File: config.mk
export PLATFORM = sky130hd
export DESIGN_NAME = noaa_sensor_feeder
export DESIGN_NICKNAME = d
export VERILOG_FILES = /design/src/rtl/noaa_sensor_feeder.sv
export SDC_FILE = /design/constraint.sdc
export NUM_CORES = 1
export LEC_CHECK = 0
export ABC_CLOCK_PERIOD_IN_PS = 3500
export CAP_MARGIN = 20
export CORE_MARGIN = 2
export CORE_UTILIZATION = 45
export DETAILED_ROUTE_END_ITERATION = 10
export SLEW_MARGIN = 20
export SYNTH_ARGS = -nofsm -noshare
export SYNTH_HDL_FRONTEND = slang
export SYNTH_SLANG_ARGS = --single-unit
File: constraint.sdc
create_clock -name CLK -period 3.5 [get_ports CLK]
set_clock_uncertainty 0.2 [all_clocks]
set_input_delay 0.525 -clock CLK [delete_from_list [all_inputs] [get_ports CLK]]
set_output_delay 0.525 -clock CLK [all_outputs]
set_load 0.05 [all_outputs]
File: src/rtl/noaa_sensor_feeder.sv
`default_nettype none
// ============================================================================
// Module   : noaa_sensor_feeder
// Purpose  : Sits between a host and a temperature-averaging block.
//            A sample FIFO feeds registered TN/MODE to the averager on each
//            SAMPLE strobe. A result FIFO (first-word fall-through) collects
//            AVG_SD values on each DONE strobe for the host to read.
//            Sticky UNDERRUN/OVERFLOW flags record starved strobes and
//            dropped results.
// Ports    : CLK, RESET (synchronous, active-high)
//            WR_EN, WR_DATA[12:0], WR_FULL     - host sample push side
//            SAMPLE, TN[11:0], MODE            - averager sample side
//            DONE, AVG_SD[11:0]                - averager result side
//            RD_EN, RD_DATA[11:0], RD_EMPTY    - host result pop side
//            UNDERRUN, OVERFLOW, CLR_FLAGS     - sticky status
//            SAMPLE_CNT[15:0], RESULT_CNT[15:0] (only with
//            NOAA_SENSOR_FEEDER_STATS_EN defined)
// Config   : `define NOAA_SENSOR_FEEDER_STATS_EN adds the statistic counters.
// Revision : 1.0 - initial release
// ============================================================================
module noaa_sensor_feeder #(
    parameter int IN_DEPTH  = 16,
    parameter int OUT_DEPTH = 8
) (
    input  logic        CLK,
    input  logic        RESET,
    input  logic        WR_EN,
    input  logic [12:0] WR_DATA,
    output logic        WR_FULL,
    input  logic        SAMPLE,
    output logic [11:0] TN,
    output logic        MODE,
    input  logic        DONE,
    input  logic [11:0] AVG_SD,
    input  logic        RD_EN,
    output logic [11:0] RD_DATA,
    output logic        RD_EMPTY,
    output logic        UNDERRUN,
    output logic        OVERFLOW,
`ifdef NOAA_SENSOR_FEEDER_STATS_EN
    output logic [15:0] SAMPLE_CNT,
    output logic [15:0] RESULT_CNT,
`endif
    input  logic        CLR_FLAGS
);

    localparam int IAW = $clog2(IN_DEPTH);
    localparam int OAW = $clog2(OUT_DEPTH);
    localparam logic [IAW:0] c_IN_FULL  = (IAW+1)'(IN_DEPTH);
    localparam logic [OAW:0] c_OUT_FULL = (OAW+1)'(OUT_DEPTH);

    // ------------------------------------------------------------------
    // Sample buffer
    // ------------------------------------------------------------------
    logic [12:0]    r_smem [IN_DEPTH];
    logic [IAW-1:0] r_swptr;
    logic [IAW-1:0] r_srptr;
    logic [IAW:0]   r_scnt;
    logic           w_spop;
    logic           w_spush;
    logic           w_sempty;

    assign w_sempty = (r_scnt == '0);
    assign w_spop   = SAMPLE && !w_sempty;
    // A full buffer still accepts a write when the head leaves this cycle.
    assign w_spush  = WR_EN && ((r_scnt != c_IN_FULL) || w_spop);
    assign WR_FULL  = (r_scnt == c_IN_FULL);

    always_ff @(posedge CLK) begin
        if (RESET) begin
            r_swptr <= '0;
            r_srptr <= '0;
            r_scnt  <= '0;
        end else begin
            if (w_spush) r_swptr <= r_swptr + IAW'(1);
            if (w_spop)  r_srptr <= r_srptr + IAW'(1);
            case ({w_spush, w_spop})
                2'b10:   r_scnt <= r_scnt + (IAW+1)'(1);
                2'b01:   r_scnt <= r_scnt - (IAW+1)'(1);
                default: r_scnt <= r_scnt;
            endcase
        end
    end

    // Storage needs no reset: occupancy alone decides what is valid.
    always_ff @(posedge CLK) begin
        if (!RESET && w_spush) r_smem[r_swptr] <= WR_DATA;
    end

    logic [11:0] r_tn;
    logic        r_mode;

    always_ff @(posedge CLK) begin
        if (RESET) begin
            r_tn   <= '0;
            r_mode <= 1'b0;
        end else if (w_spop) begin
            r_tn   <= r_smem[r_srptr][11:0];
            r_mode <= r_smem[r_srptr][12];
        end
    end

    assign TN   = r_tn;
    assign MODE = r_mode;

    // ------------------------------------------------------------------
    // Result buffer
    // ------------------------------------------------------------------
    logic [11:0]    r_rmem [OUT_DEPTH];
    logic [OAW-1:0] r_rwptr;
    logic [OAW-1:0] r_rrptr;
    logic [OAW:0]   r_rcnt;
    logic           w_rpop;
    logic           w_rpush;
    logic           w_rempty;

    assign w_rempty = (r_rcnt == '0);
    assign w_rpop   = RD_EN && !w_rempty;
    assign w_rpush  = DONE && ((r_rcnt != c_OUT_FULL) || w_rpop);
    assign RD_EMPTY = w_rempty;
    assign RD_DATA  = w_rempty ? 12'h000 : r_rmem[r_rrptr];

    always_ff @(posedge CLK) begin
        if (RESET) begin
            r_rwptr <= '0;
            r_rrptr <= '0;
            r_rcnt  <= '0;
        end else begin
            if (w_rpush) r_rwptr <= r_rwptr + OAW'(1);
            if (w_rpop)  r_rrptr <= r_rrptr + OAW'(1);
            case ({w_rpush, w_rpop})
                2'b10:   r_rcnt <= r_rcnt + (OAW+1)'(1);
                2'b01:   r_rcnt <= r_rcnt - (OAW+1)'(1);
                default: r_rcnt <= r_rcnt;
            endcase
        end
    end

    always_ff @(posedge CLK) begin
        if (!RESET && w_rpush) r_rmem[r_rwptr] <= AVG_SD;
    end

    // ------------------------------------------------------------------
    // Sticky flags: a set event in the same cycle beats CLR_FLAGS.
    // ------------------------------------------------------------------
    logic r_underrun;
    logic r_overflow;
    logic w_und_set;
    logic w_ovf_set;

    assign w_und_set = SAMPLE && w_sempty;
    assign w_ovf_set = DONE && !w_rpush;

    always_ff @(posedge CLK) begin
        if (RESET) begin
            r_underrun <= 1'b0;
            r_overflow <= 1'b0;
        end else begin
            if (w_und_set)      r_underrun <= 1'b1;
            else if (CLR_FLAGS) r_underrun <= 1'b0;
            if (w_ovf_set)      r_overflow <= 1'b1;
            else if (CLR_FLAGS) r_overflow <= 1'b0;
        end
    end

    assign UNDERRUN = r_underrun;
    assign OVERFLOW = r_overflow;

`ifdef NOAA_SENSOR_FEEDER_STATS_EN
    // ------------------------------------------------------------------
    // Statistics: free-running 16-bit counters that wrap naturally.
    // ------------------------------------------------------------------
    logic [15:0] r_sample_cnt;
    logic [15:0] r_result_cnt;

    always_ff @(posedge CLK) begin
        if (RESET) begin
            r_sample_cnt <= '0;
            r_result_cnt <= '0;
        end else begin
            if (w_spop)  r_sample_cnt <= r_sample_cnt + 16'd1;
            if (w_rpush) r_result_cnt <= r_result_cnt + 16'd1;
        end
    end

    assign SAMPLE_CNT = r_sample_cnt;
    assign RESULT_CNT = r_result_cnt;
`endif

endmodule
`default_nettype wire

# Word level (Yosys, flattened, before mapping)
# Memories as Yosys holds them, arrays and structs flattened. A register that Yosys moved wholly into a read port is not among the register bits.
# Cells that the tools add are included.
[op_classes] reduce_logical=20 eq_ne=7 addsub=8 mux=12
[op_table] op="4-bit by 1-bit adder with 4-bit output, second input constant" count=3
[op_table] op="12-bit 2-to-1 mux" count=1
[op_table] op="5-bit one-hot mux with 2 select lines" count=1
[op_table] op="1-bit logical AND" count=8
[op_table] op="4-bit one-hot mux with 2 select lines" count=1
[op_table] op="2-bit nonzero test" count=4
[op_table] op="1-bit 2-to-1 mux" count=7
[op_table] op="3-bit by 1-bit adder with 3-bit output, second input constant" count=2
[op_table] op="3-bit 2-to-1 mux" count=2
[op_table] op="5-bit by 1-bit adder with 5-bit output, second input constant" count=1
[op_table] op="5-bit equality test, second input constant" count=1
[op_table] op="5-bit zero test" count=1
[op_table] op="5-bit inequality test, second input constant" count=1
[op_table] op="5-bit by 1-bit subtractor with 5-bit output, second input constant" count=1
[op_table] op="2-bit by 1-bit equality test with 1-bit output, second input constant" count=2
[op_table] op="2-bit equality test, second input constant" count=2
[op_table] op="1-bit zero test" count=4
[op_table] op="4-bit zero test" count=1
[op_table] op="4-bit inequality test, second input constant" count=1
[op_table] op="4-bit by 1-bit subtractor with 4-bit output, second input constant" count=1
[op_table] op="1-bit logical OR" count=2
[word_totals] ram_bits=304 word_cells=57 ff_bits=25 mem_count=2
[mem_list] memory="r_smem" words=16 width=13 rd=1 rd_ports_with_merged_regs=1 wr=1 line="55" source="logic [12:0] r_smem [IN_DEPTH];"
[mem_list] memory="r_rmem" words=8 width=12 rd=1 rd_ports_with_merged_regs=1 wr=1 line="109" source="logic [11:0] r_rmem [OUT_DEPTH];"

# Longest topological paths before layout
# Gate-level depths: netlist of run 1.
[logic_depth] depth_word=8 depth_mapped=10 ltp_nobuf=9

# Worst setup path before layout of run 1
# No wires, ideal clock.
[synth_path] kind="in2reg" startpoint="input SAMPLE" endpoint="register r_scnt[4]" stages=9 setup_time_ps=95 t_required_ps=3205 t_arrival_ps=2836 setup_slack_ps=369 path_cell_list="clkbuf_1 > a21boi_4 > clkbuf_1 > nand2_1 > fa_1 > nand2b_1 > a21oi_1 > a31oi_1 > a221oi_1"
[synth_between] elab_chain_cells=5 word_cells_on_any_way=7 cone_classes="eq/ne (2); mux (1); reduce/logical (4)"
[synth_lines] item="start: declaration" line="30" source="input logic SAMPLE,"
[synth_lines] item="1-bit logical AND (*)" line="64" source="assign w_spop = SAMPLE && !w_sempty;"
[synth_lines] item="1-bit logical OR" line="66" source="assign w_spush = WR_EN && ((r_scnt != c_IN_FULL) || w_spop);"
[synth_lines] item="1-bit logical AND" line="66"
[synth_lines] item="2-bit by 1-bit equality test with 1-bit output / 2-bit equality test (equally long branches)" line="77" source="case ({w_spush, w_spop})"
[synth_lines] item="5-bit one-hot mux with 2 select lines / 2-bit nonzero test (equally long branches)"
[synth_lines] item="end signal: assignment" line="78" source="2'b10: r_scnt <= r_scnt + (IAW+1)'(1);"
[synth_lines] item="end signal: assignment" line="79" source="2'b01: r_scnt <= r_scnt - (IAW+1)'(1);"
[synth_lines] item="end signal: assignment" line="80" source="default: r_scnt <= r_scnt;"
[synth_lines] item="end: declaration" line="58" source="logic [IAW:0] r_scnt;"
# Mark *: on every way between the ends. The rest lies on a longest branch, timed or not.
# A chain may end at the register's enable or synchronous reset.

# Worst setup path in the final report of run 1
[layout_path] startpoint="register r_scnt[0]" endpoint="output WR_FULL"
[layout_between] elab_chain_cells=1
[layout_lines] item="5-bit equality test" line="67" source="assign WR_FULL = (r_scnt == c_IN_FULL);"
[layout_lines] item="end: declaration" line="29" source="output logic WR_FULL,"
# No other way between the ends.

==> results.txt, run 1 <==
----------------------------------------------------
[Critical path]
  WS Path Type ... flip-flop to output port
  Reg2reg start ... r_rcnt[0]
  Critical path fanouts, max ... 6
  Register-to-Register Path Depth ... 8
  Crit start category ... flip-flop
  Internal reg-to-reg setup slack ... 670 ps
  Required time at the worst-slack endpoint ... 2770 ps
  Arr. time, crit path ... 2600 ps
  Worst setup EP type ... output port
  Endpoint of the worst register-to-register path ... r_rcnt[3]

[Detailed routing]
  Mean number of vias per cell ... 5.530
  Count of antenna-violating nets left after detailed routing ... 0
  First drt pass iteration count ... 5
  Iteration-0 DRC Markers ... 636
  Routed len/inst ... 21.69 um
  Final routed DRC violation total ... 0
  Aggregate routed wire length ... 27,850 um
  Overall via count from detail_route ... 7,100

[Timing]
  Final setup violation count ... 0
  Worst-case setup margin in the final layout ... 171.1 ps
  Relative slew slack ... 41.85%
  RSZ-0062 raised after global routing ... no
  Setup_tns ... 0 ps
  Minimum clock period after layout ... 3329 ps
  Max Transition Viols Final ... 0
  Worst-margin pin slew ... 871.1 ps
  Final Hold Vio Count ... 0
  Highest Clock Rate ... 300.4 MHz
  Part of the cycle the worst path needs ... 95.11%

[Placed design]
  Worst setup slack before clock tree synthesis ... 284.7 ps
  Number of placed instances, taps included ... 1,219
  Number of buffer cells added on primary ports ... 60
  Total placed instance area ... 14,920 um^2
  Global placement routability congestion ... 0.7784
  Dpl hpwl ... 17,500 um

[Hold path]
  Critical hold path startpoint ... UNDERRUN
  Number of stages on the worst hold path ... 2
  Path type of the worst min-delay path ... flip-flop to flip-flop
  Min-Delay Endpoint ... UNDERRUN

[Layout]
  Area grow syn2layout ... 18.17%
  Final instance area ... 16,090 um^2
  Diodes inserted ... 0
  Final net count ... 915
  Share of post-route cells with drive strength above 1 ... 19.80%
  Non-filler cells in the finished layout ... 1,284

[Floorplan]
  Starting Density ... 45.83%
  Area enclosed by the die boundary ... 31,670 um^2
  Top-level I/O count ... 61
  Number of placement rows ... 63
  Area of the placeable core ... 29,720 um^2
  Y dimension of the die ... 178.0 um
  DIE WIDTH ... 178.0 um

[Clocking]
  Cts bufs inserted ... 37
  Clock-pin slew on the worst setup and hold paths ... 60 ps
  Total clock sinks ... 345
  Number of cells upsized or downsized after cts ... 0
  Hold Buf Count CTS ... 0
  CTS root buffer ... sky130_fd_sc_hd__clkbuf_16
  H-tree lvl count ... 2
  Maximum count of clock buffers along a single path ... 3
  Post-CTS setup buffers ... 0
  Insertion delay to the later sink of the worst-skew pair ... 520 ps
  Clock tree from TritonCTS ... built

[Power and ir drop]
  Cell Pwr Density ... 714.2 nW/um^2
  Cell leakage power ... 0.005175 uW
  Worst voltage drop across the vdd grid ... 0.0004642 V
  Pwr Total ... 11,500 uW

[Global route]
  Grt ovf ... 0
  Antenna violations before repair ... 0
  Largest net degree at the start of global routing ... 50
  Overall track demand over capacity in global routing ... 18.18%
  Vias in the first global route ... 7,460
  Wire length of the first global-routing pass ... 43,130 um

[Synth]
  Leading register cell type out of synthesis ... sky130_fd_sc_hd__edfxtp_1
  Largest cells by area after synthesis ... sky130_fd_sc_hd__edfxtp_1, sky130_fd_sc_hd__mux4_2, sky130_fd_sc_hd__dfxtp_1, sky130_fd_sc_hd__mux2i_1, sky130_fd_sc_hd__nor2_1
  Number of synthesized register bits ... 345
  Seq/Total Area, Yosys ... 73.05%
  Post-synthesis cell type count ... 44
  Avg Synthesized Cell Area ... 17.76 um^2
  Net count after synthesis ... 814
  Synth warn ... 0
  Proportion of register bits with asynchronous set or reset after synthesis ... 0%
  Most area-hungry cell type in the Yosys netlist ... sky130_fd_sc_hd__edfxtp_1
  Area share of the largest cell type after synthesis ... 67.03%
  Post-synth top cells ... sky130_fd_sc_hd__edfxtp_1, sky130_fd_sc_hd__nor2_1, sky130_fd_sc_hd__mux2i_1
  Netlist area before placement ... 13,620 um^2
  Most frequently used cell type in the post-synthesis netlist ... sky130_fd_sc_hd__edfxtp_1
  Post-synthesis cell count ... 767
  Number of enable-type register cells in the synthesized netlist ... 304

[Status]
  Outcome ... complete, no violations

[Run]
  Number of maximum-capacitance violations ... 0

----------------------------------------------------
[cells by family after synthesis]
logic type               count (synthesis)  share of synthesized area [%]
multiplexers                           127                          14.23
XOR/XNOR                                11                         0.7074
flip-flops                             345                          73.05
AND/OR/NAND/NOR                        153                          5.439
buffers and inverters                   51                          1.690
adder cells (fa/ha/maj)                 15                          1.488
AO/OA/AOI/OAI                           65                          3.390
[worst max-delay path by stage]
stage	from	endpoint	slack [ps]	depth (start not counted)
2_1_floorplan	SAMPLE	r_scnt[4]	370	9
5_1_grt	r_scnt[0]	WR_FULL	90	3
4_1_cts	r_scnt[0]	WR_FULL	150	3
3_5_place_dp	RD_EN	r_rcnt[3]	280	9
3_3_place_gp	RD_EN	r_rcnt[3]	320	9
6_report	r_scnt[0]	WR_FULL	170	3
[metrics by stage]
step | util [%] | hold slack [ps]
finish | 54.16 | 271.1
global route | 54.16 | 300.2
CTS | 54.16 | 285.1
detailed placement | 50.19 | 276.5
global placement | 50.19 | 263.7
floorplan | - | 262.2
[metal layers]
metal | GRT usage [%] | vias up | wire length, um
li1 | - | 3249 | -
met1 | 26.33 | 3634 | 12900
met2 | 29.09 | 179 | 13060
met3 | 2.899 | 38 | 1435
met4 | 4.440 | 0 | 463
met5 | 0 | - | 0
[power breakdown]
group	internal [uW]	switching, uW	total [uW]
combinational	1100	1780	2880
sequential	4680	179	4860
clock	2270	1490	3760
[layout by cell type (no fill, tap or decap), drive strengths merged, types with 4 or more instances in the layout]
| master | Yosys | final |
|---|---|---|
| a22o | 13 | 13 |
| clkinv | 0 | 11 |
| ha | 13 | 13 |
| nor3 | 19 | 19 |
| mux2i | 73 | 73 |
| nor2 | 74 | 74 |
| nor2b | 7 | 7 |
| o211ai | 4 | 4 |
| a21oi | 9 | 9 |
| dfxtp | 41 | 41 |
| nor4 | 17 | 17 |
| buf | 18 | 55 |
| xnor2 | 4 | 4 |
| xor2 | 7 | 7 |
| inv | 11 | 12 |
| nand2 | 11 | 11 |
| mux4 | 50 | 50 |
| o21ai | 4 | 4 |
| clkdlybuf4s50 | 0 | 47 |
| clkbuf | 22 | 49 |
| nand2b | 10 | 10 |
| mux2 | 4 | 4 |
| o22ai | 26 | 26 |
| edfxtp | 304 | 304 |
| nand3 | 4 | 4 |
[sequential cells by signal, summed over array words and instances, names as in the netlist, named ones only]
signal	flops
r_smem	208
TN	12
r_srptr	4
r_swptr	4
r_rcnt	4
r_scnt	5
OVERFLOW	1
r_rmem	96
r_rrptr	3
MODE	1
r_rwptr	3
UNDERRUN	1
[worst max-delay path, cell delays in order (launching register included)]
cell and delay (ps):
sky130_fd_sc_hd__dfxtp_1 360, sky130_fd_sc_hd__or4_1 750, sky130_fd_sc_hd__nor2_1 170, sky130_fd_sc_hd__clkdlybuf4s50_1 820
[area by class of cell]
type / instances / area [um^2]
clock inverter: 16 / 155.1
fill: 2343 / 13620
sequential: 345 / 9955
clock buffer: 49 / 1023
tap: 390 / 488.0
multi-input combinational: 371 / 3488
inverter: 11 / 41.29
timing repair buffer: 102 / 943.4
(Power assumes the default switching activity.)
==> run 2, diff against run 1 <==
- PLACE_DENSITY: default -> 0.66
==> run 2 against run 1 <==
  * Count of clock-buffer cells in the layout grew 1
  * Cell area is essentially flat
  * Sequential cell count is the same
  * Clock power grew 4%
  * Routed wire length shrank 8.4%
  * Total power grew 0.58%
  * Largest power group unchanged
  * Critical path type unchanged
  * Non-clock buffer count shrank 2
  * Sequential share of layout area is essentially flat
  * Critical path depth is the same
  * Global-route usage shrank 1.6 points
  * Worst setup slack gained 9.0 ps
==> results.txt, run 2 (synthesized netlist as in run 1, its figures left out) <==
----------------------------------------------------
[Detailed routing]
  Overall via count from detail_route ... 6,891 (-2.9%)
  First drt pass iteration count ... 4 (-1)
  Final routed DRC violation total ... 0 (unchanged)
  Routed len/inst ... 19.87 um (-8.4%)
  Mean number of vias per cell ... 5.367 (-2.9%)
  Iteration-0 DRC Markers ... 533 (-16%)
  Aggregate routed wire length ... 25,510 um (-8.4%)
  Count of antenna-violating nets left after detailed routing ... 0 (unchanged)

[Clocking]
  H-tree lvl count ... 2 (unchanged)
  Maximum count of clock buffers along a single path ... 3 (unchanged)
  Insertion delay to the later sink of the worst-skew pair ... 520 ps (about the same)
  Hold Buf Count CTS ... 0 (unchanged)
  CTS root buffer ... sky130_fd_sc_hd__clkbuf_16
  Number of cells upsized or downsized after cts ... 0 (unchanged)
  Cts bufs inserted ... 37 (unchanged)
  Total clock sinks ... 345 (unchanged)
  Clock tree from TritonCTS ... built
  Clock-pin slew on the worst setup and hold paths ... 60 ps (about the same)
  Post-CTS setup buffers ... 0 (unchanged)

[Hold path]
  Path type of the worst min-delay path ... flip-flop to flip-flop

[Timing]
  Highest Clock Rate ... 301.2 MHz (+0.27%)
  Final Hold Vio Count ... 0 (unchanged)
  Final setup violation count ... 0 (unchanged)
  RSZ-0062 raised after global routing ... no
  Setup_tns ... 0 ps (unchanged)
  Minimum hold slack ... 274.1 ps (+3.006 ps)
  Max Transition Viols Final ... 0 (unchanged)
  Worst-case setup margin in the final layout ... 180.1 ps (+9.003 ps)
  Relative slew slack ... 43.73% (+1.9 points)
  Worst-margin pin slew ... 842.9 ps (-28.20 ps)
  Part of the cycle the worst path needs ... 94.85% (-0.26 points)
  Minimum clock period after layout ... 3320 ps (-9.003 ps)

[Global route]
  Met1 layer usage reported by global route ... 21.88% (-4.4 points)
  Largest net degree at the start of global routing ... 50 (unchanged)
  Wire length of the first global-routing pass ... 39,650 um (-8.1%)
  M3 GR Usage ... 2.515% (-0.38 points)
  Overall track demand over capacity in global routing ... 16.62% (-1.6 points)
  Busiest layer in global routing ... met2
  Met2 layer usage reported by global route ... 28.38% (-0.71 points)
  Antenna violations before repair ... 0 (unchanged)
  Vias in the first global route ... 6,947 (-6.9%)
  Grt ovf ... 0 (unchanged)

[Placed design]
  Global placement routability congestion ... 0.7902 (+1.5%)
  Dpl hpwl ... 16,050 um (-8.3%)
  Number of buffer cells added on primary ports ... 60 (unchanged)
  Worst setup slack before clock tree synthesis ... 272.5 ps (-12.13 ps)
  Total placed instance area ... 14,850 um^2 (-0.44%)

[Layout]
  Max FFs per register ... 208 (unchanged)
  Share of post-route cells with drive strength above 1 ... 19.80% (unchanged)
  Sequential standard cell area ... 9955 um^2 (unchanged)
  Most common cell after layout, fill and taps aside ... sky130_fd_sc_hd__edfxtp_1
  Fillcell total ... 2,286 (-2.4%)
  Area grow syn2layout ... 18.14% (about the same)
  Combined area of the multi-input logic cells ... 3488 um^2 (unchanged)
  Top library cells by usage in the layout, fill and taps aside ... sky130_fd_sc_hd__edfxtp_1, sky130_fd_sc_hd__nor2_1, sky130_fd_sc_hd__mux2i_1
  Final net count ... 913 (-0.22%)
  Diodes inserted ... 0 (unchanged)
  Final instance area ... 16,090 um^2 (about the same)
  Largest Register ... r_smem

[Critical path]
  Worst setup EP type ... output port
  Critical path fanouts, max ... 6 (unchanged)
  Crit start category ... flip-flop
  Arr. time, crit path ... 2590 ps (about the same)
  Capture point of the worst path ... WR_FULL
  Reg2reg start ... r_rcnt[0]
  Register-to-Register Path Depth ... 8 (unchanged)
  Internal reg-to-reg setup slack ... 670 ps (about the same)
  Endpoint of the worst register-to-register path ... r_rcnt[3]
  Required time at the worst-slack endpoint ... 2770 ps (about the same)
  CP Launch Point ... r_scnt[0]
  WS Path Type ... flip-flop to output port

[Status]
  Outcome ... complete, no violations

[Power and ir drop]
  Cell Pwr Density ... 718.6 nW/um^2 (+0.62%)
  Fraction of power spent switching nets ... 29.54% (-0.45 points)
  Pwr Total ... 11,560 uW (+0.58%)
  Switching Power ... 3415 uW (-0.93%)
  Sequential power share ... 42.1% (-0.2 points)
  Combinational power share ... 24.2% (-0.8 points)
  Clk pwr share ... 33.7% (+1.0 points)
  Worst voltage drop across the vdd grid ... 0.0005077 V (+9.4%)
  Cell leakage power ... 0.005177 uW (about the same)
  Internal ... 8147 uW (+1.2%)

[Floorplan]
  Starting Density ... 45.83% (unchanged)
  Y dimension of the die ... 178.0 um (unchanged)
  DIE WIDTH ... 178.0 um (unchanged)
  Number of placement rows ... 63 (unchanged)
  Top-level I/O count ... 61 (unchanged)
  Area enclosed by the die boundary ... 31,670 um^2 (unchanged)
  Area of the placeable core ... 29,720 um^2 (unchanged)

[Run]
  Number of maximum-capacitance violations ... 0 (unchanged)

----------------------------------------------------
==> run 2: changes by cell type in the layout (fill, tap and decap cells not counted), sizes merged <==
| cell | before | now |
|---|---|---|
| bufinv | 3 | 4 |
| clkinv | 11 | 9 |
| buf | 55 | 53 |
| clkbuf | 49 | 50 |
| inv | 12 | 14 |
==> run 2: power by group through the flow <==
stage / Sequential, uW / Combinational [uW] / Clock (uW)
floorplan: 5160 / 1800 / 0
global placement: 4950 / 2810 / 0
detailed placement: 4950 / 2840 / 0
CTS: 4860 / 2850 / 3980
global route: 4880 / 3010 / 4160
finish: 4860 / 2800 / 3900
==> run 2: layout make-up <==
class	count	area share [%]
multi-input combinational	371	21.68
clock buffer	50	6.447
timing repair buffer	100	5.459
tap	390	3.033
inverter	11	0.2566
sequential	345	61.87
clock inverter	17	1.252
==> run 2: how the worst min path moves through the flow <==
stage          startpoint  cells past startpoint  slack (ps)    endpoint
2_1_floorplan  r_rwptr[0]                      2         260  r_rwptr[0]
3_3_place_gp     UNDERRUN                      2         260    UNDERRUN
3_5_place_dp     UNDERRUN                      2         270    UNDERRUN
4_1_cts          UNDERRUN                      2         280    UNDERRUN
5_1_grt             TN[9]                      2         310       TN[9]
6_report         UNDERRUN                      2         270    UNDERRUN
==> run 2: metal layers <==
layer,wire [um],share of wire [%]
met5,0,0
met3,982,3.8
met2,12900,51
met4,673,2.6
met1,10950,43
==> run 2: stage by stage <==
step,util [%],instances
after floorplan,-,767
after global placement,49.97,1217
after detailed placement,49.97,1217
after CTS,54.14,1284
after global routing,54.14,1284
final,54.14,1284
==> run 2: critical path, stage by stage (launching register included) <==
cell	delay, ps
sky130_fd_sc_hd__dfxtp_1	370
sky130_fd_sc_hd__or4_1	740
sky130_fd_sc_hd__nor2_1	150
sky130_fd_sc_hd__clkdlybuf4s50_1	820
